`src/rtl/imm_pkg.sv`:
```
// Shared types for the decode-stage immediate generator: format selects,
// skid-buffer FSM states and the held entry layout.
package imm_pkg;

    localparam int unsigned DEFAULT_XLEN = 32;
    localparam int unsigned MAX_XLEN     = 64;
    localparam int unsigned MAX_TAG_W    = 64;

    typedef enum logic [2:0] {
        ImmI     = 3'b000,
        ImmS     = 3'b001,
        ImmB     = 3'b010,
        ImmU     = 3'b011,
        ImmJ     = 3'b100,
        ImmShamt = 3'b101,
        ImmZimm  = 3'b110,
        ImmRsvd  = 3'b111
    } imm_src_e;

    typedef enum logic [1:0] {
        StEmpty,
        StOne,
        StTwo
    } state_e;

    // Sized for the widest configuration; narrower instances leave upper bits zero.
    typedef struct packed {
        logic [MAX_XLEN-1:0]  imm;
        logic [MAX_TAG_W-1:0] tag;
        logic                 illegal;
    } entry_t;

endpackage

```
`src/rtl/imm_gen_stage_if.sv`:
```
// Fetch-side and operand-side handshake bundle for imm_gen_stage.
interface imm_gen_stage_if #(
    parameter int unsigned XLEN  = 32,
    parameter int unsigned TAG_W = 32
);
    logic             in_valid;
    logic             in_ready;
    logic [31:0]      instr;
    logic [2:0]       ImmSrc;
    logic [TAG_W-1:0] in_tag;
    logic             out_valid;
    logic             out_ready;
    logic [XLEN-1:0]  ImmExt;
    logic [TAG_W-1:0] out_tag;
    logic             illegal;

    modport master (
        output in_valid, instr, ImmSrc, in_tag, out_ready,
        input  in_ready, out_valid, ImmExt, out_tag, illegal
    );

    modport slave (
        input  in_valid, instr, ImmSrc, in_tag, out_ready,
        output in_ready, out_valid, ImmExt, out_tag, illegal
    );
endinterface

```
`src/rtl/imm_decode.sv`:
```
// Combinational RV immediate extraction and extension for one instruction.
module imm_decode import imm_pkg::*; #(
    parameter int unsigned XLEN = DEFAULT_XLEN
) (
    input  logic [31:0]     instr,
    input  logic [2:0]      ImmSrc,
    output logic [XLEN-1:0] imm,
    output logic            illegal
);
    // The opcode field never contributes to an immediate.
    logic unused_opcode;
    assign unused_opcode = ^instr[6:0];

    always_comb begin
        imm     = '0;
        illegal = 1'b0;
        unique case (imm_src_e'(ImmSrc))
            ImmI:     imm = XLEN'($signed({{20{instr[31]}}, instr[31:20]}));
            ImmS:     imm = XLEN'($signed({{20{instr[31]}}, instr[31:25], instr[11:7]}));
            ImmB:     imm = XLEN'($signed({{19{instr[31]}}, instr[31], instr[7],
                                           instr[30:25], instr[11:8], 1'b0}));
            ImmU:     imm = XLEN'($signed({instr[31:12], 12'b0}));
            ImmJ:     imm = XLEN'($signed({{11{instr[31]}}, instr[31], instr[19:12],
                                           instr[20], instr[30:21], 1'b0}));
            ImmShamt: imm = (XLEN == 64) ? XLEN'(instr[25:20]) : XLEN'(instr[24:20]);
            ImmZimm:  imm = XLEN'(instr[19:15]);
            ImmRsvd:  illegal = 1'b1;
        endcase
    end
endmodule

```
`src/rtl/imm_gen_stage.sv`:
```
// Registered immediate generator with a 2-entry skid buffer and branch flush.
module imm_gen_stage import imm_pkg::*; #(
    parameter int unsigned XLEN  = DEFAULT_XLEN,
    parameter int unsigned TAG_W = 32
) (
    input logic            clk,
    input logic            reset,
    input logic            flush,
    imm_gen_stage_if.slave bus
);
    state_e          state_q, state_d;
    entry_t          main_q, main_d;
    entry_t          skid_q, skid_d;
    entry_t          in_entry;
    logic [XLEN-1:0] dec_imm;
    logic            dec_illegal;
    logic            in_ready;
    logic            out_valid;
    logic            in_fire;
    logic            out_fire;

    imm_decode #(
        .XLEN(XLEN)
    ) u_decode (
        .instr  (bus.instr),
        .ImmSrc (bus.ImmSrc),
        .imm    (dec_imm),
        .illegal(dec_illegal)
    );

    always_comb begin
        in_entry         = '0;
        in_entry.imm     = MAX_XLEN'(dec_imm);
        in_entry.tag     = MAX_TAG_W'(bus.in_tag);
        in_entry.illegal = dec_illegal;
    end

    // in_ready is a pure function of state so no combinational path from out_ready.
    assign in_ready  = (state_q != StTwo);
    assign out_valid = (state_q != StEmpty);
    assign in_fire   = bus.in_valid && in_ready;
    assign out_fire  = out_valid && bus.out_ready;

    always_comb begin
        state_d = state_q;
        main_d  = main_q;
        skid_d  = skid_q;
        if (flush) begin
            state_d = StEmpty;
        end else begin
            case (state_q)
                StEmpty: begin
                    if (in_fire) begin
                        state_d = StOne;
                        main_d  = in_entry;
                    end
                end
                StOne: begin
                    if (in_fire && out_fire) begin
                        main_d = in_entry;
                    end else if (in_fire) begin
                        state_d = StTwo;
                        skid_d  = in_entry;
                    end else if (out_fire) begin
                        state_d = StEmpty;
                    end
                end
                StTwo: begin
                    if (out_fire) begin
                        state_d = StOne;
                        main_d  = skid_q;
                    end
                end
                default: state_d = StEmpty;
            endcase
        end
    end

    always_ff @(posedge clk) begin
        if (reset) begin
            state_q <= StEmpty;
            main_q  <= '0;
            skid_q  <= '0;
        end else begin
            state_q <= state_d;
            main_q  <= main_d;
            skid_q  <= skid_d;
        end
    end

    assign bus.in_ready  = in_ready;
    assign bus.out_valid = out_valid;
    assign bus.ImmExt    = main_q.imm[XLEN-1:0];
    assign bus.out_tag   = main_q.tag[TAG_W-1:0];
    assign bus.illegal   = main_q.illegal;

    // Bits above XLEN/TAG_W are always zero in this configuration.
    logic unused_main;
    assign unused_main = ^main_q;
endmodule
```
`src/flat_wrapper.sv`:
```
// flat-port wrapper written by rule: the top's interface ports become plain ports
module imm_gen_stage_flat import imm_pkg::*;
#(
    parameter int unsigned XLEN  = DEFAULT_XLEN,
    parameter int unsigned TAG_W = 32
)
  (clk, reset, flush, bus_in_valid, bus_instr, bus_ImmSrc, bus_in_tag, bus_out_ready, bus_in_ready, bus_out_valid, bus_ImmExt, bus_out_tag, bus_illegal);
  imm_gen_stage_if #(.XLEN(XLEN), .TAG_W(TAG_W)) bus_i ();
  input logic clk;
  input logic reset;
  input logic flush;
  input wire logic [$bits(bus_i.in_valid)-1:0] bus_in_valid;
  input wire logic [$bits(bus_i.instr)-1:0] bus_instr;
  input wire logic [$bits(bus_i.ImmSrc)-1:0] bus_ImmSrc;
  input wire logic [$bits(bus_i.in_tag)-1:0] bus_in_tag;
  input wire logic [$bits(bus_i.out_ready)-1:0] bus_out_ready;
  output wire logic [$bits(bus_i.in_ready)-1:0] bus_in_ready;
  output wire logic [$bits(bus_i.out_valid)-1:0] bus_out_valid;
  output wire logic [$bits(bus_i.ImmExt)-1:0] bus_ImmExt;
  output wire logic [$bits(bus_i.out_tag)-1:0] bus_out_tag;
  output wire logic [$bits(bus_i.illegal)-1:0] bus_illegal;
  assign bus_i.in_valid = bus_in_valid;
  assign bus_i.instr = bus_instr;
  assign bus_i.ImmSrc = bus_ImmSrc;
  assign bus_i.in_tag = bus_in_tag;
  assign bus_i.out_ready = bus_out_ready;
  assign bus_in_ready = bus_i.in_ready;
  assign bus_out_valid = bus_i.out_valid;
  assign bus_ImmExt = bus_i.ImmExt;
  assign bus_out_tag = bus_i.out_tag;
  assign bus_illegal = bus_i.illegal;
  imm_gen_stage #(.XLEN(XLEN), .TAG_W(TAG_W)) u_core (.clk(clk), .reset(reset), .flush(flush), .bus(bus_i));
endmodule
```
`config.mk`:
```
export PLATFORM = sky130hd
export DESIGN_NAME = imm_gen_stage_flat
export DESIGN_NICKNAME = d
export VERILOG_FILES = /design/src/rtl/imm_pkg.sv /design/src/rtl/imm_gen_stage_if.sv /design/src/rtl/imm_decode.sv /design/src/rtl/imm_gen_stage.sv /design/src/flat_wrapper.sv
export SDC_FILE = /design/constraint.sdc
export NUM_CORES = 1
export LEC_CHECK = 0
export ABC_AREA = 1
export BUFFER_PORTS_ARGS = -buffer_cell sky130_fd_sc_hd__buf_2
export CAP_MARGIN = 15
export CORE_UTILIZATION = 40
export DETAILED_ROUTE_END_ITERATION = 8
export MAX_ROUTING_LAYER = met4
export SLEW_MARGIN = 25
export SYNTH_ARGS = -nofsm -noshare
export SYNTH_HDL_FRONTEND = slang
export SYNTH_HIERARCHICAL = 1
export SYNTH_SLANG_ARGS = --single-unit
```
`constraint.sdc`:
```
create_clock -name clk -period 1.74 [get_ports clk]
set_input_delay 0.087 -clock clk [delete_from_list [all_inputs] [get_ports clk]]
set_output_delay 0.087 -clock clk [all_outputs]
set_load 0.03 [all_outputs]
```
==> results by group <==
Route
  • Met3 routed WL: between 600 and 700 um
  • Residual DRC: 0
  • Drt total wl: around 18000 um
  • Routed met1 length: around 9000 um
  • Detailed Route Iter0 Violations: approximately 520
  • Vias per cell: between 4 and 5
  • Antenna Nets Post-Route: 0
  • Wirelength per Cell: between 10 and 15 um
  • Via count: 6619
  • TritonRoute pass-1 iters: 7
  • DR WL met2: ~8100 um
  • Top Layer Used: met4

STA
  • Worst relative slew slack: 68.8%
  • Post-route minimum period: 1660 ps
  • Setup Skew: 5.50 ps
  • Final hold violation count: 0
  • Final worst path period share: about 96%
  • Slew @ Worst Pin: between 400 and 500 ps
  • Final WS setup: 76.5 ps
  • Slew Limit Fails: 0
  • Final TNS setup: 0 ps
  • Peak Freq: around 600 MHz
  • Setup violators final: 0
  • RSZ-0062 raised after global routing: false

Setup path
  • Worst reg2reg startpoint: u_core/state_q[0]
  • Reg2Reg Depth: 8
  • Critical Path Source Type: flop
  • CP max FO: 22
  • CP Data Required Time: 1650 ps
  • Crit path DAT: about 1600 ps
  • Crit path kind: flop to output port
  • R2R Setup Slk: 270 ps
  • Crit. End Element: output port
  • Worst reg2reg endpoint: u_core/bus.out_tag[17]

Yosys
  • Synth cell types: 23
  • Mapped Cells: around 1000
  • Average size of a mapped cell: 6.21 sq um
  • Dominant cell type by area after synthesis: dfxtp_1
  • Post-synth EDFFs: 0
  • Top post-synthesis cells by count: nand2_1, nor2_1, dfxtp_1
  • Synth area leaders: dfxtp_1, nand2_1, nor2_1, nand3_1, nor3_1
  • Area share of the largest cell type after synthesis: between 40% and 50%
  • Synth Register Bits: roughly 130
  • Syn_nets: 1110
  • Ys Warns: 6
  • Most common cell in the netlist: nand2_1
  • Prevailing post-synth register cell: dfxtp_1
  • Seq/Total Area, Yosys: 41.0%
  • Post-synth ARST share: 0%
  • Mapped Area: around 6400 sq um

Clock network
  • Clk buf depth: 2
  • Max H-tree Level: 4
  • Clk root buf: clkbuf_16
  • CTS Sinks: roughly 130
  • Skew-Pair Late Insertion Delay: approximately 410 ps
  • CTS tree: yes
  • Post-CTS setup buffers: 0
  • Clock slew at reported path FFs: 60 ps
  • Cts bufs inserted: 17

GRT
  • Largest net degree at the start of global routing: between 80 and 90
  • First-pass GRT wire length: between 20000 and 30000 um
  • Congestion Overflow GR: 0
  • Vias in the first global route: 5947
  • Antenna violations before repair: 0
  • All-Layer GR Usage: around 23%

Status
  • Status: finished clean

Placement
  • Dpl ws: around 330 ps
  • Post-DP HPWL: 10700 um
  • Placer Congestion: 0.891
  • Port bufs: 131
  • Dpl cells: 1332

Hold path
  • Hold depth: 5
  • Worst hold start: bus_instr[12]
  • Worst Hold End: u_core/skid_q[77]
  • Worst hold path class: input port to flop

Finish
  • Share of layout cells above drive strength 1: roughly 17%
  • Filler instances: between 1500 and 2000
  • Antenna Cells: 0
  • Finished Layout Cells: 1400
  • # nets final: ~1200
  • Area added between synthesis and finish: 29.1%
  • FF/Latch Area: roughly 2600 sq um
  • Multi-input gate area: about 3200 sq um
  • Util after Layout: a little over half

Floorplan
  • Chip width: around 130 um
  • Row count: 46
  • Die ar.: 16600 sq um
  • Placeable Area: 15800 sq um
  • Die height: 129 um
  • Initial Util: about 40%
  • Io pins: ~140

Flow run
  • Max-cap violation count: 0

Power
  • Power Density: about 1000 nW/um^2
  • Pleak: approximately 4.4 nW
  • Maximum vdd drop: just under 700 uV
  • Design Power: 8.28 mW
## layout by cell type (no fill, tap or decap), types with 2 or more instances in the layout
cell type / netlist / final
buf_12: 0 / 8
buf_2: 28 / 130
buf_4: 12 / 15
bufinv_16: 0 / 4
clkbuf_1: 31 / 3
clkbuf_16: 0 / 19
clkbuf_8: 0 / 3
clkinv_2: 0 / 4
clkinvlp_4: 0 / 2
dfxtp_1: 132 / 131
dlygate4sd3_1: 0 / 34
inv_1: 78 / 76
inv_2: 1 / 2
nand2_1: 313 / 310
nand2_2: 1 / 2
nand2_4: 0 / 2
nand3_1: 85 / 85
nand3_2: 2 / 2
nand4_1: 5 / 5
nor2_1: 208 / 207
nor3_1: 66 / 66
o21ai_0: 57 / 57
o21ai_1: 8 / 8
## worst max path at each step
| stage | slack, ps | end | start |
|---|---|---|---|
| after floorplan | 310 | u_core/bus.out_tag[23] | u_core/state_q[1] |
| after global placement | 330 | u_core/bus.ImmExt[15] | u_core/state_q[0] |
| after detailed placement | 330 | u_core/bus.ImmExt[31] | u_core/state_q[0] |
| after CTS | 20 | bus_in_ready | u_core/state_q[0] |
| after global routing | 20 | bus_in_ready | u_core/state_q[0] |
| final | 80 | bus_in_ready | u_core/state_q[0] |
## final cells by class
| type | count | area share, % |
|---|---|---|
| clock inverters | 9 | 1.80 |
| clock buffers | 23 | 5.74 |
| inverters | 79 | 3.58 |
| flip-flops and latches | 132 | 31.8 |
| multi-input cells | 752 | 38.1 |
| well taps | 216 | 3.25 |
| repair buffers | 189 | 15.8 |
## flip-flops by register name (all words and copies together) (netlist names)
| register | count |
|---|---|
| u_core/bus.ImmExt | 32 |
| u_core/state_q | 2 |
| u_core/skid_q | 65 |
| u_core/bus.out_tag | 32 |
| u_core/bus.illegal | 1 |
## stage by stage
step	cell area [sq um]	hold slack, ps
floorplan	6450	165
global placement	7300	285
detailed placement	7300	282
CTS	8270	16.8
global route	8320	59.4
finish	8320	33.8
## report_power, final
group | internal (mW) | switching (mW) | total [mW]
combinational | 0.414 | 0.807 | 1.22
sequential | 3.17 | 0.0660 | 3.24
clock | 2.51 | 1.31 | 3.82
total | 6.09 | 2.19 | 8.28
## critical path: stages (launching register included)
cell and delay [ps]:
dfxtp_1 390, inv_2 120, buf_12 180, nand2_4 120
buf_12 170, buf_4 170
## logic make-up (layout without fill, tap and decap cells)
group | Yosys count | count (layout) | share of synthesized area [%]
AND/OR/NAND/NOR | 681 | 681 | 43.1
buffers and inverters | 154 | 300 | 10.2
AO/OA/AOI/OAI | 71 | 71 | 5.75
flip-flops | 132 | 132 | 41.0
## timing repair
| action | in CTS | in global routing |
|---|---|---|
| cloned | 0 | 2 |
| hold endpoints to repair | 42 | 0 |
| gates resized for setup | 1 | 1 |
| endpoints found under the setup margin | 1 | 1 |
| hold buffers | 34 | 0 |
## metal layers
layer / track usage, % / up-vias
met3: 4.53 / 15
met5: - / -
met1: 29.2 / 2978
met4: 7.61 / 0
met2: 35.4 / 137
li1: - / 3489
Note: power is estimated with default switching activity, not from simulation.
